`config.mk`:
```
export PLATFORM = sky130hd
export DESIGN_NAME = vga_timing_flat
export DESIGN_NICKNAME = d
export VERILOG_FILES = /design/src/rtl/vga_timing_if.sv /design/src/rtl/vga_timing.sv /design/src/flat_wrapper.sv
export SDC_FILE = /design/constraint.sdc
export NUM_CORES = 1
export LEC_CHECK = 0
export CAP_MARGIN = 40
export CORE_UTILIZATION = 58
export CTS_CLUSTER_SIZE = 25
export DETAILED_ROUTE_END_ITERATION = 8
export PLACE_DENSITY = 0.86
export SLEW_MARGIN = 20
export SYNTH_ARGS = -nofsm -noshare
export SYNTH_HDL_FRONTEND = slang
export SYNTH_SLANG_ARGS = --single-unit
```
`constraint.sdc`:
```
create_clock -name clk_i -period 7.83 [get_ports clk_i]
set_input_delay 1.9575 -clock clk_i [delete_from_list [all_inputs] [get_ports clk_i]]
set_output_delay 1.9575 -clock clk_i [all_outputs]
set_load 0.05 [all_outputs]
```
`src/rtl/vga_timing_if.sv`:
```
// vga_timing_if: raster run enable plus scan position, sync, blank and strobes.
// Carries frame_count only when VGA_TIMING_FRAMECNT_EN is defined.
interface vga_timing_if;
  logic        en;
  logic [15:0] x;
  logic [15:0] y;
  logic        hsync;
  logic        vsync;
  logic        blank;
  logic        line_start;
  logic        frame_start;
  logic        vblank_start;
`ifdef VGA_TIMING_FRAMECNT_EN
  logic [15:0] frame_count;

  modport master (
    input  en,
    output x, y, hsync, vsync, blank,
    output line_start, frame_start, vblank_start,
    output frame_count
  );

  modport slave (
    output en,
    input  x, y, hsync, vsync, blank,
    input  line_start, frame_start, vblank_start,
    input  frame_count
  );
`else
  modport master (
    input  en,
    output x, y, hsync, vsync, blank,
    output line_start, frame_start, vblank_start
  );

  modport slave (
    output en,
    input  x, y, hsync, vsync, blank,
    input  line_start, frame_start, vblank_start
  );
`endif
endinterface

```
`src/rtl/vga_timing.sv`:
```
// vga_timing: pixel-clock raster generator (x/y, sync, blank, strobes).
// Optional frame counter output enabled by VGA_TIMING_FRAMECNT_EN.
module vga_timing #(
  parameter int H_VISIBLE = 1280,
  parameter int H_FRONT   = 110,
  parameter int H_SYNC    = 40,
  parameter int H_BACK    = 220,
  parameter int V_VISIBLE = 720,
  parameter int V_FRONT   = 5,
  parameter int V_SYNC    = 5,
  parameter int V_BACK    = 20,
  parameter bit HS_POL    = 1'b1,
  parameter bit VS_POL    = 1'b1
) (
  input  logic clk_i,
  input  logic rst_i,
  vga_timing_if.master bus
);

  localparam int H_TOT_I =
    H_VISIBLE + H_FRONT + H_SYNC + H_BACK;
  localparam int V_TOT_I =
    V_VISIBLE + V_FRONT + V_SYNC + V_BACK;

  localparam logic [15:0] H_LAST =
    16'(H_TOT_I - 1);
  localparam logic [15:0] V_LAST =
    16'(V_TOT_I - 1);
  localparam logic [15:0] H_VIS =
    16'(H_VISIBLE);
  localparam logic [15:0] V_VIS =
    16'(V_VISIBLE);
  localparam logic [15:0] HS_BEG =
    16'(H_VISIBLE + H_FRONT);
  localparam logic [15:0] HS_END =
    16'(H_VISIBLE + H_FRONT + H_SYNC);
  localparam logic [15:0] VS_BEG =
    16'(V_VISIBLE + V_FRONT);
  localparam logic [15:0] VS_END =
    16'(V_VISIBLE + V_FRONT + V_SYNC);

  logic [15:0] r_x;
  logic [15:0] r_y;
  logic        r_hs;
  logic        r_vs;
  logic        r_blank;
  logic        r_ls;
  logic        r_fs;
  logic        r_vbs;

  logic [15:0] w_nx;
  logic [15:0] w_ny;
  logic        w_x_last;
  logic        w_y_last;
  logic        w_hs_act;
  logic        w_vs_act;
  logic        w_blank;
  logic        w_ls;
  logic        w_fs;
  logic        w_vbs;

  assign w_x_last = (r_x == H_LAST);
  assign w_y_last = (r_y == V_LAST);

  // next raster position: x steps, y steps on x wrap, hold when en=0
  always_comb begin
    w_nx = r_x;
    w_ny = r_y;
    if (bus.en) begin
      if (w_x_last) begin
        w_nx = '0;
        w_ny = w_y_last ? '0 : r_y + 16'd1;
      end else begin
        w_nx = r_x + 16'd1;
      end
    end
  end

  // decode sync/blank/strobes from the position about to be presented
  always_comb begin
    w_hs_act = (w_nx >= HS_BEG) && (w_nx < HS_END);
    w_vs_act = (w_ny >= VS_BEG) && (w_ny < VS_END);
    w_blank  = (w_nx >= H_VIS) || (w_ny >= V_VIS);
    w_ls     = bus.en && (w_nx == '0);
    w_fs     = w_ls && (w_ny == '0);
    w_vbs    = w_ls && (w_ny == V_VIS);
  end

  // position and decoded outputs registered together for zero skew
  always_ff @(posedge clk_i or posedge rst_i) begin
    if (rst_i) begin
      r_x     <= '0;
      r_y     <= '0;
      r_hs    <= ~HS_POL;
      r_vs    <= ~VS_POL;
      r_blank <= 1'b1;
      r_ls    <= 1'b0;
      r_fs    <= 1'b0;
      r_vbs   <= 1'b0;
    end else begin
      r_x     <= w_nx;
      r_y     <= w_ny;
      r_hs    <= w_hs_act ? HS_POL : ~HS_POL;
      r_vs    <= w_vs_act ? VS_POL : ~VS_POL;
      r_blank <= w_blank;
      r_ls    <= w_ls;
      r_fs    <= w_fs;
      r_vbs   <= w_vbs;
    end
  end

  assign bus.x            = r_x;
  assign bus.y            = r_y;
  assign bus.hsync        = r_hs;
  assign bus.vsync        = r_vs;
  assign bus.blank        = r_blank;
  assign bus.line_start   = r_ls;
  assign bus.frame_start  = r_fs;
  assign bus.vblank_start = r_vbs;

`ifdef VGA_TIMING_FRAMECNT_EN
  logic [15:0] r_fcnt;

  // frame counter steps on the edge that presents frame_start
  always_ff @(posedge clk_i or posedge rst_i) begin
    if (rst_i) begin
      r_fcnt <= '0;
    end else if (w_fs) begin
      r_fcnt <= r_fcnt + 16'd1;
    end
  end

  assign bus.frame_count = r_fcnt;
`endif

endmodule

```
`src/flat_wrapper.sv`:
```
// flat-port wrapper written by rule: the top's interface ports become plain ports
module vga_timing_flat 
#(
  parameter int H_VISIBLE = 1280,
  parameter int H_FRONT   = 110,
  parameter int H_SYNC    = 40,
  parameter int H_BACK    = 220,
  parameter int V_VISIBLE = 720,
  parameter int V_FRONT   = 5,
  parameter int V_SYNC    = 5,
  parameter int V_BACK    = 20,
  parameter bit HS_POL    = 1'b1,
  parameter bit VS_POL    = 1'b1
)
  (clk_i, rst_i, bus_en, bus_x, bus_y, bus_hsync, bus_vsync, bus_blank, bus_line_start, bus_frame_start, bus_vblank_start);
  vga_timing_if bus_i ();
  input  logic clk_i;
  input  logic rst_i;
  input wire logic [$bits(bus_i.en)-1:0] bus_en;
  output wire logic [$bits(bus_i.x)-1:0] bus_x;
  output wire logic [$bits(bus_i.y)-1:0] bus_y;
  output wire logic [$bits(bus_i.hsync)-1:0] bus_hsync;
  output wire logic [$bits(bus_i.vsync)-1:0] bus_vsync;
  output wire logic [$bits(bus_i.blank)-1:0] bus_blank;
  output wire logic [$bits(bus_i.line_start)-1:0] bus_line_start;
  output wire logic [$bits(bus_i.frame_start)-1:0] bus_frame_start;
  output wire logic [$bits(bus_i.vblank_start)-1:0] bus_vblank_start;
  assign bus_i.en = bus_en;
  assign bus_x = bus_i.x;
  assign bus_y = bus_i.y;
  assign bus_hsync = bus_i.hsync;
  assign bus_vsync = bus_i.vsync;
  assign bus_blank = bus_i.blank;
  assign bus_line_start = bus_i.line_start;
  assign bus_frame_start = bus_i.frame_start;
  assign bus_vblank_start = bus_i.vblank_start;
  vga_timing #(.H_VISIBLE(H_VISIBLE), .H_FRONT(H_FRONT), .H_SYNC(H_SYNC), .H_BACK(H_BACK), .V_VISIBLE(V_VISIBLE), .V_FRONT(V_FRONT), .V_SYNC(V_SYNC), .V_BACK(V_BACK), .HS_POL(HS_POL), .VS_POL(VS_POL)) u_core (.clk_i(clk_i), .rst_i(rst_i), .bus(bus_i));
endmodule
```
==> impl_metrics.ini <==
[run_status]
status = completed

[placement]
io_buffers = 40
place_inst = 342
gp_congestion = 0.978
post-dp-hpwl_um = 4430

[worst_setup_path]
regToRegSetupSlack_ns = 4.85
cp.required_ns = 8.06
r2r-end = u_core.bus.vsync
cp.arrival_ns = 4.92
worst_r2r_path_depth = 8
crit_fanout = 16
end_kind = flop
rr_startpoint = u_core.bus.x[3]
path_class = input pin to flop
critPathLaunchType = input pin

[global_routing]
grt_pass1_vias = 2123
grt_max_degree = 39
antenna_found_initial = 0
grt_pass1_wl_um = 10500
grt_use_total_pct = 31.3
grt-ovfl-total = 0

[yosys]
synthCells = 267
synth-seq-area-share_pct = 38.0
ys_warn_count = 0
synth_nets = 274
synth-edff-count = 0
synth_cell_types = 65
syn_avg_cell_area_sq_um = 9.39
ys_seq_elements = 38
ys.flop_type = dfrtp_1
mappedNetlistArea_sq_um = 2510
async_reset_ff_share_pct = 100

[timing]
hold_viol = 0
tightestPinTransition_ns = 0.694
slew_headroom_pct = 53.3
period_minus_slack_ns = 4.69
finalSetupViolCount = 0
worst_clock_skew_ns = 0.00688
finalMaxSlewViolations = 0
period_share_pct = 59.8
max_clock_freq_ghz = 0.213
rsz0062_at_grt = false
fin_setup_tns_ns = 0

[pwr]
power_frac_clock_pct = 31.8
netSwitchingFraction_pct = 35.5
seq_power_share_pct = 38.9
p_comb_share_pct = 29.3
ir_drop_v = 0.000254
total_power_uw = 650
leakage_nw = 1.28
switchingPower_uw = 231
p_per_area_nw_per_um2 = 213
intPower_uw = 419

[final_layout]
utilization_pct = 74.6
n_antenna_cell = 0
fin_cells = 350
areaGrowthSynthToFinish_pct = 21.6
num-nets-final = 306
drive_above_1_share_pct = 10.0
fill_cells = 294

[clocking]
cts_buffers = 5
clockBufferDepth = 2
cts_setup_buffers = 0
insertion_delay_ns = 0.29
hold_buffers = 0
cts_tree = done
clock_sinks = 38
clock-root-buffer = clkbuf_8
cts-resized-gates = 0
clkTransAtPathRegs_ns = 0.08
htree_levels = 2

[floorplan]
ios = 41
die_area_sq_um = 4590
initial_utilization_pct = 61.4
coreArea_sq_um = 4090
die_height_um = 67.8
die_w_um = 67.8
fp-row-count = 23

[hold_path]
min_from = u_core.bus.y[15]
min_path_type = flop to flop
worstHoldEndpoint = u_core.bus.y[15]
holdPathStages = 1

[routing]
drt_iter0_drc = 201
wl_per_cell_um = 18.1
drc = 0
detail-route-antenna-nets = 0
vias = 2314
firstDrtPassIters = 6
routed_wl_um = 6320
via_per_inst = 6.61

[job]
cap_violations = 0
-- worst max path at each step --
stage                              end   start  slack (ns)  depth (start not counted)
2_1_floorplan         u_core.bus.blank  bus_en        4.03                          8
4_1_cts        u_core.bus.vblank_start  bus_en        3.22                          9
3_3_place_gp          u_core.bus.vsync  bus_en        2.98                          9
3_5_place_dp          u_core.bus.vsync  bus_en        2.92                          9
5_1_grt        u_core.bus.vblank_start  bus_en        3.01                          9
6_report              u_core.bus.vsync  bus_en        3.14                          9
-- synth_stat cells (7+ instances only) --
cell type,n,share of area (%)
inv_1,7,1.0
dfrtp_1,37,37
nand4_1,13,3.2
nor2_1,19,2.8
xor2_1,10,3.5
o21ai_0,8,1.6
nand2_1,17,2.5
nor3_1,7,1.4
a21oi_1,7,1.4
nand3_1,16,3.2
xnor2_1,13,4.5
clkbuf_1,11,1.6
and4_1,9,3.1
and3_1,10,2.5
-- sequential cells by signal (all words and copies together) (netlist names) --
register and count:
u_core.bus.line_start 1, u_core.bus.blank 1, u_core.bus.y 16, u_core.bus.frame_start 1
u_core.bus.vblank_start 1, u_core.bus.vsync 1, u_core.bus.x 16, u_core.bus.hsync 1
-- cells by family after synthesis --
group	share of synthesized area, %
AOI/OAI and AO/OA	14.4
muxes	2.10
buffers and inverters	4.24
adders and majority gates	2.00
DFF	38.0
xor gates and xnor gates	8.03
and+or+nand+nor	31.3
-- cell type report --
type / count / area, sq um / area share, %
clock inverters: 2 / 60.1 / 1.97
clock buffers: 6 / 82.6 / 2.71
well taps: 50 / 62.6 / 2.05
repair buffers: 42 / 415 / 13.6
multi-input cells: 205 / 1450 / 47.5
inverters: 7 / 26.3 / 0.862
flip-flops and latches: 38 / 952 / 31.2
-- metal layers --
metal  global-route usage (%)  share of wire, %  vias up
met1                     44.2                44     1109
li1                         -                 -     1067
met2                     45.8                46      120
met3                     7.09               7.4       18
met5                        0                 0        -
met4                     12.5               2.6        0
-- critical path, stage by stage --
cell,delay [ns]
clkdlybuf4s50_1,0.83
or4b_1,0.52
nor4_2,0.15
buf_4,0.24
nand4_1,0.20
mux2i_1,0.17
a221oi_1,0.39
and3b_1,0.26
and4_1,0.19
-- metrics by stage --
| step | hold WS (ns) | area (sq um) | setup slack, ns |
|---|---|---|---|
| 3_3_place_gp | 0.572 | 2910 | 2.98 |
| 2_1_floorplan | 0.821 | 2510 | 4.03 |
| 5_1_grt | 0.644 | 3050 | 3.01 |
| 4_1_cts | 0.600 | 3050 | 3.22 |
| 3_5_place_dp | 0.587 | 2910 | 2.92 |
| 6_report | 0.600 | 3050 | 3.14 |
-- placed cells by master, fill, tap and decap left out, types with 4 or more instances in the layout --
cell / netlist / final
and3_1: 10 / 10
nor2_1: 19 / 19
nand2_1: 17 / 17
inv_1: 7 / 7
o21ai_0: 8 / 8
a21oi_1: 7 / 7
xnor2_1: 13 / 13
ha_1: 4 / 4
clkdlybuf4s50_1: 0 / 40
nand4_1: 13 / 13
nor3_1: 7 / 7
xor2_1: 10 / 10
nand3_1: 16 / 16
clkbuf_8: 0 / 6
nor4b_1: 5 / 5
dfrtp_1: 37 / 37
and4_1: 9 / 9
-- power groups by stage --
| stage | Clock, mW | Sequential (mW) | Combinational, mW |
|---|---|---|---|
| detailed placement | 0 | 0.255 | 0.188 |
| global route | 0.219 | 0.257 | 0.202 |
| global placement | 0 | 0.255 | 0.185 |
| CTS | 0.210 | 0.252 | 0.190 |
| floorplan | 0 | 0.300 | 0.0816 |
| finish | 0.207 | 0.253 | 0.190 |
No activity file was read; power rests on OpenSTA's default activity.
